`src/rtl/mac_seq_pkg.sv`:
```
// ============================================================================
//  Module   : mac_seq_pkg
//  Purpose  : Shared types and constants for the MAC sequencer: FSM state
//             enum, FP32 zero constant and drain-counter width helper.
//  Revision : 1.0 - initial release
// ============================================================================
`default_nettype none

package mac_seq_pkg;

    // Sequencer states, in the order a normal job visits them
    typedef enum logic [2:0] {
        IDLE  = 3'd0,
        CLEAR = 3'd1,
        CLRW  = 3'd2,
        FEED  = 3'd3,
        DRAIN = 3'd4,
        DONE  = 3'd5
    } state_t;

    localparam logic [31:0] FP32_ZERO = 32'h0000_0000;

    localparam int DEF_RD_LAT    = 1;
    localparam int DEF_DRAIN_CYC = 4;

    // The drain counter runs 0 .. cycles-1, so it needs clog2(cycles) bits (min 1)
    function automatic int drain_cnt_w(input int cycles);
        return (cycles < 2) ? 1 : $clog2(cycles);
    endfunction

    localparam int DRAIN_CW = drain_cnt_w(DEF_RD_LAT + DEF_DRAIN_CYC);

endpackage

`default_nettype wire

```
`src/rtl/mac_seq_addr_gen.sv`:
```
// ============================================================================
//  Module   : mac_seq_addr_gen
//  Purpose  : Operand address generator shared by SRAM ports A and B.
//             Two wrapping word-address counters plus an element counter
//             that flags the last element and an empty (len==0) job.
//  Revision : 1.0 - initial release
// ============================================================================
`default_nettype none

module mac_seq_addr_gen #(
    parameter int AW = 12,
    parameter int LW = 12
) (
    input  logic          clk,
    input  logic          rst,
    input  logic          load,
    input  logic          advance,
    input  logic [AW-1:0] base_a,
    input  logic [AW-1:0] base_b,
    input  logic [LW-1:0] len,
    output logic [AW-1:0] a_addr,
    output logic [AW-1:0] b_addr,
    output logic          last,
    output logic          empty
);

    logic [LW-1:0] remaining;

    // Load bases/length on job accept; step both addresses per issued read pair
    always_ff @(posedge clk or posedge rst) begin
        if (rst) begin
            a_addr    <= '0;
            b_addr    <= '0;
            remaining <= '0;
        end else if (load) begin
            a_addr    <= base_a;
            b_addr    <= base_b;
            remaining <= len;
        end else if (advance) begin
            // Natural overflow gives the mod 2^AW wrap
            a_addr    <= a_addr + 1'b1;
            b_addr    <= b_addr + 1'b1;
            if (remaining != '0) begin
                remaining <= remaining - 1'b1;
            end
        end
    end

    // Flags derived from the remaining-element count
    always_comb begin
        last  = (remaining == LW'(1));
        empty = (remaining == '0);
    end

endmodule

`default_nettype wire

```
`src/rtl/mac_seq_ctrl.sv`:
```
// ============================================================================
//  Module   : mac_seq_ctrl
//  Purpose  : Sequencer for the float32 MAC datapath. Clears the MAC,
//             streams operand pairs from dual-port SRAM, drains the MAC
//             pipeline and latches the dot product and overflow flag.
//  Config   : MAC_SEQ_RELU_EN - when defined, negative results are
//             replaced by +0.0 at the sampling point (ovf unaffected).
//  Revision : 1.0 - initial release
// ============================================================================
`default_nettype none

module mac_seq_ctrl
    import mac_seq_pkg::*;
#(
    parameter int AW        = 12,
    parameter int LW        = 12,
    parameter int RD_LAT    = DEF_RD_LAT,
    parameter int DRAIN_CYC = DEF_DRAIN_CYC
) (
    input  logic          clk,
    input  logic          rst,
    input  logic          start,
    input  logic          abort,
    input  logic [AW-1:0] base_a,
    input  logic [AW-1:0] base_b,
    input  logic [LW-1:0] len,
    output logic          busy,
    output logic          done,
    output logic [31:0]   result,
    output logic          ovf,
    output logic          a_rd_en,
    output logic [AW-1:0] a_addr,
    input  logic [31:0]   a_rd_data,
    output logic          b_rd_en,
    output logic [AW-1:0] b_addr,
    input  logic [31:0]   b_rd_data,
    output logic [31:0]   mac_a,
    output logic [31:0]   mac_b,
    output logic          mac_a_valid,
    output logic          mac_b_valid,
    output logic          mac_clear,
    input  logic [31:0]   mac_result,
    input  logic          mac_ovf
);

    localparam int             DRAIN_TOT  = RD_LAT + DRAIN_CYC;
    localparam int             CW         = drain_cnt_w(DRAIN_TOT);
    localparam logic [CW-1:0]  DRAIN_LAST = CW'(DRAIN_TOT - 1);

    state_t        state;
    state_t        state_nxt;
    logic          load;
    logic          advance;
    logic          rd_issue;
    logic          clear_pulse;
    logic          sample;
    logic          last;
    logic          empty;
    logic          vld_tap;
    logic          ovf_acc;
    logic [CW-1:0] drain_cnt;
    logic [31:0]   result_nxt;

    mac_seq_addr_gen #(
        .AW (AW),
        .LW (LW)
    ) u_addr_gen (
        .clk     (clk),
        .rst     (rst),
        .load    (load),
        .advance (advance),
        .base_a  (base_a),
        .base_b  (base_b),
        .len     (len),
        .a_addr  (a_addr),
        .b_addr  (b_addr),
        .last    (last),
        .empty   (empty)
    );

    // State register
    always_ff @(posedge clk or posedge rst) begin
        if (rst) begin
            state <= IDLE;
        end else begin
            state <= state_nxt;
        end
    end

    // Next-state and per-state strobes; abort overrides everything outside IDLE
    always_comb begin
        state_nxt   = state;
        load        = 1'b0;
        advance     = 1'b0;
        rd_issue    = 1'b0;
        clear_pulse = 1'b0;
        sample      = 1'b0;
        case (state)
            IDLE: begin
                if (start && !abort) begin
                    load      = 1'b1;
                    state_nxt = CLEAR;
                end
            end
            CLEAR: begin
                clear_pulse = 1'b1;
                state_nxt   = CLRW;
            end
            CLRW: begin
                state_nxt = empty ? DRAIN : FEED;
            end
            FEED: begin
                rd_issue = 1'b1;
                advance  = 1'b1;
                if (last) begin
                    state_nxt = DRAIN;
                end
            end
            DRAIN: begin
                if (drain_cnt == DRAIN_LAST) begin
                    sample    = 1'b1;
                    state_nxt = DONE;
                end
            end
            DONE: begin
                state_nxt = IDLE;
            end
            default: begin
                state_nxt = IDLE;
            end
        endcase
        if (abort && (state != IDLE)) begin
            state_nxt   = IDLE;
            rd_issue    = 1'b0;
            advance     = 1'b0;
            clear_pulse = 1'b0;
            sample      = 1'b0;
        end
    end

    // Strobes and status straight from the FSM decode
    always_comb begin
        a_rd_en   = rd_issue;
        b_rd_en   = rd_issue;
        mac_clear = clear_pulse;
        busy      = (state != IDLE);
        done      = (state == DONE);
        mac_a     = a_rd_data;
        mac_b     = b_rd_data;
    end

    // Read-strobe delay line aligning MAC valid with SRAM data
    generate
        if (RD_LAT == 0) begin : g_no_lat
            assign vld_tap = rd_issue;
        end else begin : g_lat
            logic [RD_LAT-1:0] vld_pipe;
            // Shift the read strobe; abort flushes in-flight beats
            always_ff @(posedge clk or posedge rst) begin
                if (rst) begin
                    vld_pipe <= '0;
                end else if (abort) begin
                    vld_pipe <= '0;
                end else begin
                    vld_pipe[0] <= rd_issue;
                    for (int k = 1; k < RD_LAT; k++) begin
                        vld_pipe[k] <= vld_pipe[k-1];
                    end
                end
            end
            assign vld_tap = vld_pipe[RD_LAT-1];
        end
    endgenerate

    // Valid only while the job is live; an abort kills it in the same cycle
    always_comb begin
        mac_a_valid = vld_tap && !abort && ((state == FEED) || (state == DRAIN));
        mac_b_valid = mac_a_valid;
    end

    // Drain counter: runs only while in DRAIN, parked at zero elsewhere
    always_ff @(posedge clk or posedge rst) begin
        if (rst) begin
            drain_cnt <= '0;
        end else if ((state == DRAIN) && !abort) begin
            drain_cnt <= drain_cnt + 1'b1;
        end else begin
            drain_cnt <= '0;
        end
    end

    // Job-local overflow accumulator, restarted when the MAC is cleared
    always_ff @(posedge clk or posedge rst) begin
        if (rst) begin
            ovf_acc <= 1'b0;
        end else if (state == CLEAR) begin
            ovf_acc <= 1'b0;
        end else if ((state == FEED) || (state == DRAIN)) begin
            ovf_acc <= ovf_acc | mac_ovf;
        end
    end

    // Optional ReLU applied to the sampled accumulator value
    always_comb begin
`ifdef MAC_SEQ_RELU_EN
        result_nxt = mac_result[31] ? FP32_ZERO : mac_result;
`else
        result_nxt = mac_result;
`endif
    end

    // Result/overflow registers, updated only at a completed drain
    always_ff @(posedge clk or posedge rst) begin
        if (rst) begin
            result <= FP32_ZERO;
            ovf    <= 1'b0;
        end else if (sample) begin
            result <= result_nxt;
            ovf    <= ovf_acc | mac_ovf;
        end
    end

endmodule

`default_nettype wire
```
`config.mk`:
```
export PLATFORM = sky130hd
export DESIGN_NAME = mac_seq_ctrl
export DESIGN_NICKNAME = d
export VERILOG_FILES = /design/src/rtl/mac_seq_pkg.sv /design/src/rtl/mac_seq_addr_gen.sv /design/src/rtl/mac_seq_ctrl.sv
export SDC_FILE = /design/constraint.sdc
export NUM_CORES = 1
export LEC_CHECK = 0
export CAP_MARGIN = 25
export CORE_UTILIZATION = 34
export CTS_CLUSTER_DIAMETER = 30
export DETAILED_ROUTE_END_ITERATION = 16
export HOLD_SLACK_MARGIN = 0.15
export PLACE_DENSITY_LB_ADDON = 0.15
export REMOVE_ABC_BUFFERS = 1
export SLEW_MARGIN = 30
export SYNTH_ARGS = -nofsm -noshare
export SYNTH_HDL_FRONTEND = slang
export SYNTH_SLANG_ARGS = --single-unit
```
`constraint.sdc`:
```
create_clock -name clk -period 2.6 [get_ports clk]
set_clock_uncertainty 0.05 [all_clocks]
set_input_delay 0.52 -clock clk [delete_from_list [all_inputs] [get_ports clk]]
set_output_delay 0.52 -clock clk [all_outputs]
set_load 0.02 [all_outputs]
```
==> flow_metrics.py, run 1 <==
metrics = {
    "outcome": {
        "status": "completed",
    },
    "grt": {
        "grt_max_degree": 42,
        "grt_first_pass_wirelength_um": 22390,
        "grt.total_usage_pct": 24.20,
        "grt_pass1_vias": 3302,
        "antenna_found_initial": 0,
        "overflow": 0,
    },
    "floorplan": {
        "initial_core_util_pct": 35.29,
        "chipHeight_um": 114.4,
        "die_w_um": 114.4,
        "dieArea_um2": 13080,
        "row_count": 40,
        "core_area_um2": 12160,
        "io_pins": 265,
    },
    "power_and_ir_drop": {
        "comb_power_share_pct": 34.0,
        "peakVddDrop_v": 0.0003865,
        "internal_power_uw": 3085,
        "clockPowerShare_pct": 26.3,
        "p_sw_uw": 1671,
        "p_sw_share_pct": 35.14,
        "leakage_uw": 0.002375,
        "seqPwrFrac_pct": 39.7,
        "p_per_area_nw_per_um2": 833.5,
    },
    "layout": {
        "final_cell_mix": "clkdlybuf4s50_1, dfrtp_1, nand2_1",
        "fin_nets": 645,
        "drive_above_1_share_pct": 15.25,
        "syn2layout_area_growth_pct": 32.97,
        "diodes": 0,
        "final_common_cell": "clkdlybuf4s50_1",
    },
    "route": {
        "dr_total_vias": 3448,
        "drc": 0,
        "dr.pass1.iters": 4,
        "drt_wl_total_um": 15370,
        "drt-initial-drc-count": 178,
        "ant_nets": 0,
        "vias_per_cell": 5.123,
        "avgRoutedWirePerCell_um": 22.84,
    },
    "flow_run": {
        "cap_violations": 0,
    },
    "synthesis": {
        "ys_ff_latch": 77,
        "syn_avg_cell_area_um2": 10.19,
        "synth_edf_count": 0,
        "synth-async-reset-ratio_pct": 100.0,
        "synth_compound_area_share_pct": 9.534,
        "ys_seq_area_share_pct": 44.90,
        "syn_inst": 421,
        "synth_cell_types": 58,
        "synthXorXnorAreaFrac_pct": 3.469,
        "synthAdderAreaFrac_pct": 2.041,
        "yosys-mux-area-fraction_pct": 8.630,
        "synth_ff_type": "dfrtp_1",
        "synth_top_family_by_area": "simple AND/OR/NAND/NOR gates",
        "synth_area_um2": 4292,
        "yosysWarnings": 0,
        "yosys.area_share.simple_pct": 15.83,
    },
    "clocking": {
        "numCtsBuffers": 9,
        "cts.sinks": 77,
        "cts_hold_buf": 0,
        "clk_pin_slew_ps": 50,
        "worstSkewPairLatency_ps": 320,
        "htree_levels": 3,
        "cts-root-buf": "clkbuf_16",
        "cts_tree": "yes",
        "clock_path_buffers": 2,
    },
    "worst_setup_path": {
        "cp.arrival_ps": 1910,
        "critPathKind": "input port to primary output",
        "worstPathCellList": "clkdlybuf4s50_1 > nand4bb_1 > clkinv_4 > o21a_1 > dlygate4sd2_1",
        "critPathSlowestCell": "clkdlybuf4s50_1",
        "cp.required_ps": 2030,
        "cpPeakStageDelay_ps": 460,
        "end_kind": "primary output",
        "cp_max_fo": 3,
        "startpoint_type": "input port",
    },
    "timing": {
        "hold_viol_final": 0,
        "period_needed_ps": 2483,
        "setup-tns-final_ps": 0,
        "worst_slack_ps": 117.4,
        "slew_viol_final": 0,
        "setup_viol": 0,
        "max_freq_mhz": 402.8,
        "rsz0062_at_grt": "false",
        "slew_headroom_pct": 66.28,
        "tightest_slew_ps": 505.3,
        "final.period_utilization_pct": 95.49,
    },
    "place": {
        "dp_slack_ps": -167.6,
        "gp_congestion": 0.7572,
        "place_hpwl_um": 11920,
        "port-buffer-count": 136,
    },
    "min_path": {
        "hold_class": "flop to flop",
    },
}
## logic make-up (layout without fill, tap and decap cells)
logic type	after synthesis	in the layout
xor+xnor	17	17
compound gates	62	62
mux	33	33
simple gates	127	127
flops	77	77
buf+inv	98	182
fa+ha+maj	7	7
## power by group through the flow
stage	registers, µW	clock network, µW	logic (µW)
floorplan	2040	0	673
global placement	1890	0	1610
detailed placement	1900	0	1640
CTS	1880	1300	1640
global route	1940	1360	1780
finish	1890	1250	1620
## path summary, 6_finish.rpt
kind                                                     start                      to  slack (ps)  cells after the start
max                                                      abort             mac_b_valid         120                      5
min                                     drain_cnt[0]$_DFF_PP0_  drain_cnt[0]$_DFF_PP0_         420                      1
max reg2reg                u_addr_gen.remaining[0]$_DFFE_PP0P_    state[2]$_DFFE_PP0P_         450                      6
min reg2reg                             drain_cnt[0]$_DFF_PP0_  drain_cnt[0]$_DFF_PP0_         420                      1
max in group asynchronous                                  rst  drain_cnt[2]$_DFF_PP0_        1390                      3
min in group asynchronous                                  rst   result[1]$_DFFE_PP0P_         490                      2
## per-layer routing
metal,global-route usage [%],routed length (µm),up-vias
met3,18.79,2668,21
met5,10.20,152,-
met1,29.01,6258,1614
met4,6.234,161,6
met2,32.36,6128,244
li1,-,-,1563
## worst max-delay path, delay by kind of cell
kind | cells | cell delay [ps]
compound gates | 1 | 200
simple gates | 1 | 300
buf+inv | 3 | 900
## registers in the layout, summed over array words and instances, names as in the netlist
signal,count
u_addr_gen.b_addr,12
state,3
drain_cnt,3
ovf,1
result,32
u_addr_gen.remaining,12
u_addr_gen.a_addr,12
ovf_acc,1
g_lat.vld_pipe,1
## Yosys cell counts (2+ instances only)
master | count | area share, %
o21ai_0 | 19 | 2.2
buf_2 | 6 | 0.70
a211o_1 | 3 | 0.61
o211ai_1 | 4 | 0.70
inv_1 | 11 | 0.96
xnor2_1 | 14 | 2.9
o22a_1 | 2 | 0.41
clkbuf_1 | 5 | 0.44
and2_1 | 2 | 0.29
o31ai_1 | 3 | 0.52
or4_1 | 4 | 0.70
mux2_2 | 32 | 8.4
nor3_1 | 9 | 1.0
nor2_1 | 27 | 2.4
a21oi_1 | 4 | 0.47
nor4_1 | 5 | 0.73
ha_1 | 7 | 2.0
and3_1 | 2 | 0.29
nor4b_2 | 2 | 0.70
o21ai_1 | 3 | 0.35
nand3_1 | 11 | 1.3
a31oi_1 | 11 | 1.6
nand4b_1 | 2 | 0.41
nand4_1 | 5 | 0.73
or3_1 | 6 | 0.87
buf_4 | 73 | 13
a211oi_1 | 2 | 0.35
nand2_1 | 38 | 3.3
buf_6 | 2 | 0.52
xor2_1 | 3 | 0.61
dfrtp_1 | 77 | 45
## per-stage QoR
step	instance area (µm²)	util [%]	instances	hold WS [ps]	total power, µW
after floorplan	3672	-	335	379.8	2709
after global placement	5413	44.51	658	396.8	3501
after detailed placement	5413	44.51	658	406.4	3537
after CTS	5707	46.92	673	419.2	4820
after global routing	5707	46.92	673	445.0	5078
final	5707	46.92	673	422.9	4757
## what timing repair did
item / CTS / global route
setup endpoints to repair: 5 / 0
resized for setup: 5 / 0
setup buffers: 0 / 0
## cell type report
class | count | area [µm²]
flip-flops and latches | 77 | 1927
multi-input cells | 246 | 1695
inverters | 12 | 51.30
clock inverters | 4 | 47.55
well taps | 168 | 210.2
repair buffers | 155 | 1523
clock buffers | 11 | 252.7
fillers | 1190 | 6455
Note: power is estimated with default switching activity, not from simulation.
==> run 2: changes to the inputs <==
--- a/config.mk
+++ b/config.mk
@@ -6,11 +6,11 @@
 export NUM_CORES = 1
 export LEC_CHECK = 0
 export CAP_MARGIN = 25
-export CORE_UTILIZATION = 34
+export CORE_UTILIZATION = 38
 export CTS_CLUSTER_DIAMETER = 30
 export DETAILED_ROUTE_END_ITERATION = 16
 export HOLD_SLACK_MARGIN = 0.15
-export PLACE_DENSITY_LB_ADDON = 0.15
+export PLACE_DENSITY_LB_ADDON = 0.08
 export REMOVE_ABC_BUFFERS = 1
 export SLEW_MARGIN = 30
 export SYNTH_ARGS = -nofsm -noshare
==> constraint.sdc (replaced) <==
create_clock -name clk -period 2.8 [get_ports clk]
set_clock_uncertainty 0.05 [all_clocks]
set_input_delay 0.56 -clock clk [delete_from_list [all_inputs] [get_ports clk]]
set_output_delay 0.56 -clock clk [all_outputs]
set_load 0.02 [all_outputs]
==> flow_metrics.py, run 2 (same netlist as run 1, synthesis figures left out) <==
metrics = {
    "place": {
        "dp_slack_ps": -44.23,
        "port-buffer-count": 136,
        "gp_congestion": 0.7841,
        "placedCellCount": 623,
        "place_hpwl_um": 12370,
        "place_area_um2": 5325,
    },
    "clocking": {
        "htree_levels": 3,
        "numCtsBuffers": 9,
        "cts_resized": 1,
        "cts_hold_buf": 0,
        "worstSkewPairLatency_ps": 330,
        "postCtsSetupRepairBufs": 0,
        "cts.sinks": 77,
        "cts-root-buf": "clkbuf_16",
        "clock_path_buffers": 2,
        "clk_pin_slew_ps": 70,
        "cts_tree": "yes",
    },
    "layout": {
        "syn2layout_area_growth_pct": 32.36,
        "top_register": "result",
        "drive_above_1_share_pct": 14.43,
        "fin_cells": 639,
        "diodes": 0,
        "final_cell_mix": "clkdlybuf4s50_1, dfrtp_1, nand2_1",
        "fin_area_um2": 5680,
        "largest_register_ffs": 32,
        "fin_nets": 638,
        "final_common_cell": "clkdlybuf4s50_1",
    },
    "power_and_ir_drop": {
        "power_uw": 4522,
        "p_sw_share_pct": 35.23,
        "leakage_uw": 0.002409,
        "peakVddDrop_v": 0.0004491,
        "p_sw_uw": 1593,
        "comb_power_share_pct": 32.5,
        "internal_power_uw": 2929,
        "seqPwrFrac_pct": 39.0,
        "p_per_area_nw_per_um2": 796.1,
        "clockPowerShare_pct": 28.5,
    },
    "floorplan": {
        "chipHeight_um": 108.3,
        "die_w_um": 108.3,
        "io_pins": 265,
        "core_area_um2": 10940,
        "row_count": 38,
        "initial_core_util_pct": 39.24,
        "dieArea_um2": 11720,
    },
    "flow_run": {
        "cap_violations": 0,
    },
    "grt": {
        "antenna_found_initial": 0,
        "overflow": 0,
        "grt.total_usage_pct": 27.61,
        "grt_max_degree": 35,
        "grt_first_pass_wirelength_um": 22510,
        "grt_pass1_vias": 3271,
    },
    "worst_setup_path": {
        "cp_max_fo": 3,
        "critPathKind": "input port to primary output",
        "cp.arrival_ps": 1960,
        "cp.required_ps": 2190,
        "startpoint_type": "input port",
        "end_kind": "primary output",
    },
    "route": {
        "vias_per_cell": 5.304,
        "drc": 0,
        "drt_wl_total_um": 15740,
        "dr_total_vias": 3389,
        "avgRoutedWirePerCell_um": 24.63,
        "dr.pass1.iters": 4,
        "ant_nets": 0,
        "drt-initial-drc-count": 119,
    },
    "timing": {
        "final.period_utilization_pct": 91.84,
        "setup_viol": 0,
        "worst_slack_ps": 228.5,
        "tightest_slew_ps": 519.6,
        "timing.hold.ws_ps": 439.0,
        "slew_headroom_pct": 64.90,
        "rsz0062_at_grt": "false",
        "hold_viol_final": 0,
        "max_freq_mhz": 388.9,
        "slew_viol_final": 0,
        "period_needed_ps": 2572,
    },
    "outcome": {
        "status": "completed",
    },
    "min_path": {
        "hold_class": "input port to asynchronous set/reset pin",
    },
}
## run 2: final cells by class
cell class                 count  area, µm²
sequential                    77       1927
fill                        1022       5255
inverter                      12      51.30
timing repair buffer         148       1485
clock inverter                 6      93.84
tap                          140      175.2
multi-input combinational    246       1709
clock buffer                  10      239.0
## run 2: per-layer routing
layer  wire length [µm]  global-route usage, %  vias up
met5                177                  13.39        -
met4                401                  8.398        6
met1               5458                  27.95     1564
li1                   -                      -     1558
met2               6608                  40.54      241
met3               3093                  23.87       20
## run 2: worst paths after layout
path	startpoint	end	slack, ps	cells past startpoint
max	abort	mac_b_valid	230	5
min	rst	result[2]$_DFFE_PP0P_	440	2
max reg2reg	state[2]$_DFFE_PP0P_	u_addr_gen.a_addr[10]$_DFFE_PP0P_	630	7
min reg2reg	drain_cnt[0]$_DFF_PP0_	drain_cnt[0]$_DFF_PP0_	440	1
max in group asynchronous	rst	u_addr_gen.remaining[0]$_DFFE_PP0P_	1720	3
min in group clk	drain_cnt[0]$_DFF_PP0_	drain_cnt[0]$_DFF_PP0_	440	1
## run 2: through the flow
stage / util [%] / TNS (ps)
2_1_floorplan: - / 0
4_1_cts: 51.73 / 0
3_5_place_dp: 48.70 / -44.23
3_3_place_gp: 48.70 / -12.50
5_1_grt: 51.95 / 0
6_report: 51.95 / 0
## run 2: power by group through the flow
stage,combinational (µW),sequential (µW),clock (µW)
2_1_floorplan,625,1890,0
3_3_place_gp,1460,1760,0
3_5_place_dp,1480,1760,0
4_1_cts,1490,1750,1320
5_1_grt,1620,1810,1380
6_report,1470,1760,1290
## run 2: critical path, stage by stage
cell,delay [ps]
clkdlybuf4s50_1,480
nand4bb_2,330
clkinv_4,80
o21a_1,130
dlygate4sd2_1,380
==> run 3: changes to the inputs <==
--- a/config.mk
+++ b/config.mk
@@ -7,6 +7,7 @@
 export LEC_CHECK = 0
 export CAP_MARGIN = 25
 export CORE_UTILIZATION = 38
+export CTS_BUF_LIST = sky130_fd_sc_hd__clkbuf_16
 export CTS_CLUSTER_DIAMETER = 30
 export DETAILED_ROUTE_END_ITERATION = 16
 export HOLD_SLACK_MARGIN = 0.15
==> flow_metrics.py, run 3 (same netlist as run 1, synthesis figures left out) <==
metrics = {
    "outcome": {
        "status": "completed",
    },
    "floorplan": {
        "initial_core_util_pct": 39.24,
        "dieArea_um2": 11720,
        "chipHeight_um": 108.3,
        "io_pins": 265,
        "row_count": 38,
        "core_area_um2": 10940,
        "die_w_um": 108.3,
    },
    "clocking": {
        "cts_tree": "yes",
        "numCtsBuffers": 9,
        "htree_levels": 3,
        "cts-root-buf": "clkbuf_16",
        "clk_pin_slew_ps": 70,
        "cts.sinks": 77,
        "clock_path_buffers": 2,
        "worstSkewPairLatency_ps": 330,
        "postCtsSetupRepairBufs": 0,
    },
    "worst_setup_path": {
        "startpoint_type": "input port",
        "critPathSlowestCell": "clkdlybuf4s50_1",
        "worstRegToRegCells": 7,
        "cpPeakStageDelay_ps": 480,
        "end_kind": "primary output",
        "cp_max_fo": 3,
        "critPathKind": "input port to primary output",
        "cp.arrival_ps": 1960,
        "cp.required_ps": 2190,
        "worstPathCellList": "clkdlybuf4s50_1 > nand4bb_2 > clkinv_4 > o21a_1 > dlygate4sd2_1",
    },
    "route": {
        "dr.pass1.iters": 4,
        "ant_nets": 0,
        "vias_per_cell": 5.300,
        "drt_wl_total_um": 15780,
        "dr_total_vias": 3387,
        "drt-initial-drc-count": 126,
        "avgRoutedWirePerCell_um": 24.69,
        "drc": 0,
    },
    "power_and_ir_drop": {
        "power_uw": 4494,
        "leakage_uw": 0.002403,
        "peakVddDrop_v": 0.0004498,
        "internal_power_uw": 2901,
        "clockPowerShare_pct": 28.0,
        "p_sw_uw": 1593,
        "seqPwrFrac_pct": 39.3,
        "comb_power_share_pct": 32.7,
        "p_sw_share_pct": 35.44,
        "p_per_area_nw_per_um2": 792.5,
    },
    "layout": {
        "syn2layout_area_growth_pct": 32.13,
        "drive_above_1_share_pct": 14.23,
        "largest_register_ffs": 32,
        "fin_nets": 638,
        "final_cell_mix": "clkdlybuf4s50_1, dfrtp_1, nand2_1",
        "n_fill_cell": 1025,
        "top_register": "result",
        "diodes": 0,
        "final_common_cell": "clkdlybuf4s50_1",
    },
    "grt": {
        "grt_pass1_vias": 3270,
        "grt_first_pass_wirelength_um": 22470,
        "grt.total_usage_pct": 27.62,
        "overflow": 0,
        "grt_max_degree": 35,
        "antenna_found_initial": 0,
    },
    "place": {
        "place_hpwl_um": 12370,
        "gp_congestion": 0.7841,
        "port-buffer-count": 136,
    },
    "timing": {
        "slew_headroom_pct": 64.88,
        "period_needed_ps": 2569,
        "timing.hold.ws_ps": 423.5,
        "slew_viol_final": 0,
        "tightest_slew_ps": 519.9,
        "rsz0062_at_grt": "false",
        "hold_viol_final": 0,
        "setup_viol": 0,
        "final.period_utilization_pct": 91.73,
        "max_freq_mhz": 389.3,
    },
    "min_path": {
        "hold_class": "flop to flop",
        "hold_depth": 1,
    },
    "flow_run": {
        "cap_violations": 0,
    },
}
-- run 3: changes by cell type in the layout (fill, tap and decap cells not counted) --
cell	delta
clkbuf_8	-1
clkinv_1	+1
-- run 3: critical path, delay by kind of cell --
kind / cells / cell delay [ps]
compound gates: 1 / 130
buf+inv: 3 / 940
simple gates: 1 / 330
-- run 3: per-layer routing --
| layer | global-route usage, % | vias up | routed length, µm |
|---|---|---|---|
| met1 | 27.83 | 1566 | 5461 |
| li1 | - | 1557 | - |
| met4 | 8.301 | 6 | 353 |
| met5 | 12.95 | - | 169 |
| met2 | 40.76 | 234 | 6731 |
| met3 | 23.93 | 24 | 3063 |
-- run 3: area by class of cell --
type / count / area, µm² / area share [%]
clock buffer: 9 / 225.2 / 3.972
clock inverter: 7 / 97.59 / 1.721
inverter: 12 / 51.30 / 0.9047
multi-input combinational: 246 / 1709 / 30.14
sequential: 77 / 1927 / 33.98
tap: 140 / 175.2 / 3.089
timing repair buffer: 148 / 1485 / 26.19
-- run 3: power groups by stage --
stage | logic (µW) | clock network [µW] | registers, µW
2_1_floorplan | 625 | 0 | 1890
4_1_cts | 1490 | 1290 | 1750
6_report | 1470 | 1260 | 1760
3_5_place_dp | 1480 | 0 | 1760
3_3_place_gp | 1460 | 0 | 1760
5_1_grt | 1620 | 1340 | 1810
-- run 3: timing repair --
| item | 4_1_cts | 5_1_grt |
|---|---|---|
| endpoints found under the setup margin | 1 | 4 |
| hold buffers | 0 | 0 |
| resized for setup | 1 | 6 |
| pin swaps | 0 | 0 |
-- run 3: worst paths after layout --
path / start / end / slack (ps)
worst min register to register: drain_cnt[0]$_DFF_PP0_ / drain_cnt[0]$_DFF_PP0_ / 420
worst max register to register: state[2]$_DFFE_PP0P_ / u_addr_gen.a_addr[10]$_DFFE_PP0P_ / 650
worst min-delay path: drain_cnt[0]$_DFF_PP0_ / drain_cnt[0]$_DFF_PP0_ / 420
min in group asynchronous: rst / result[2]$_DFFE_PP0P_ / 440
worst max-delay path: abort / mac_b_valid / 230
max in group asynchronous: rst / u_addr_gen.remaining[0]$_DFFE_PP0P_ / 1710
-- run 3: through the flow --
stage / setup TNS, ps / instances / worst slack [ps] / utilization [%] / instance area, µm²
2_1_floorplan: 0 / 335 / 146.6 / - / 3672
3_3_place_gp: -12.50 / 623 / -12.50 / 48.70 / 5325
3_5_place_dp: -44.23 / 623 / -44.23 / 48.70 / 5325
4_1_cts: 0 / 639 / 8.111 / 51.64 / 5647
5_1_grt: 0 / 639 / 151.6 / 51.85 / 5670
6_report: 0 / 639 / 231.5 / 51.85 / 5670
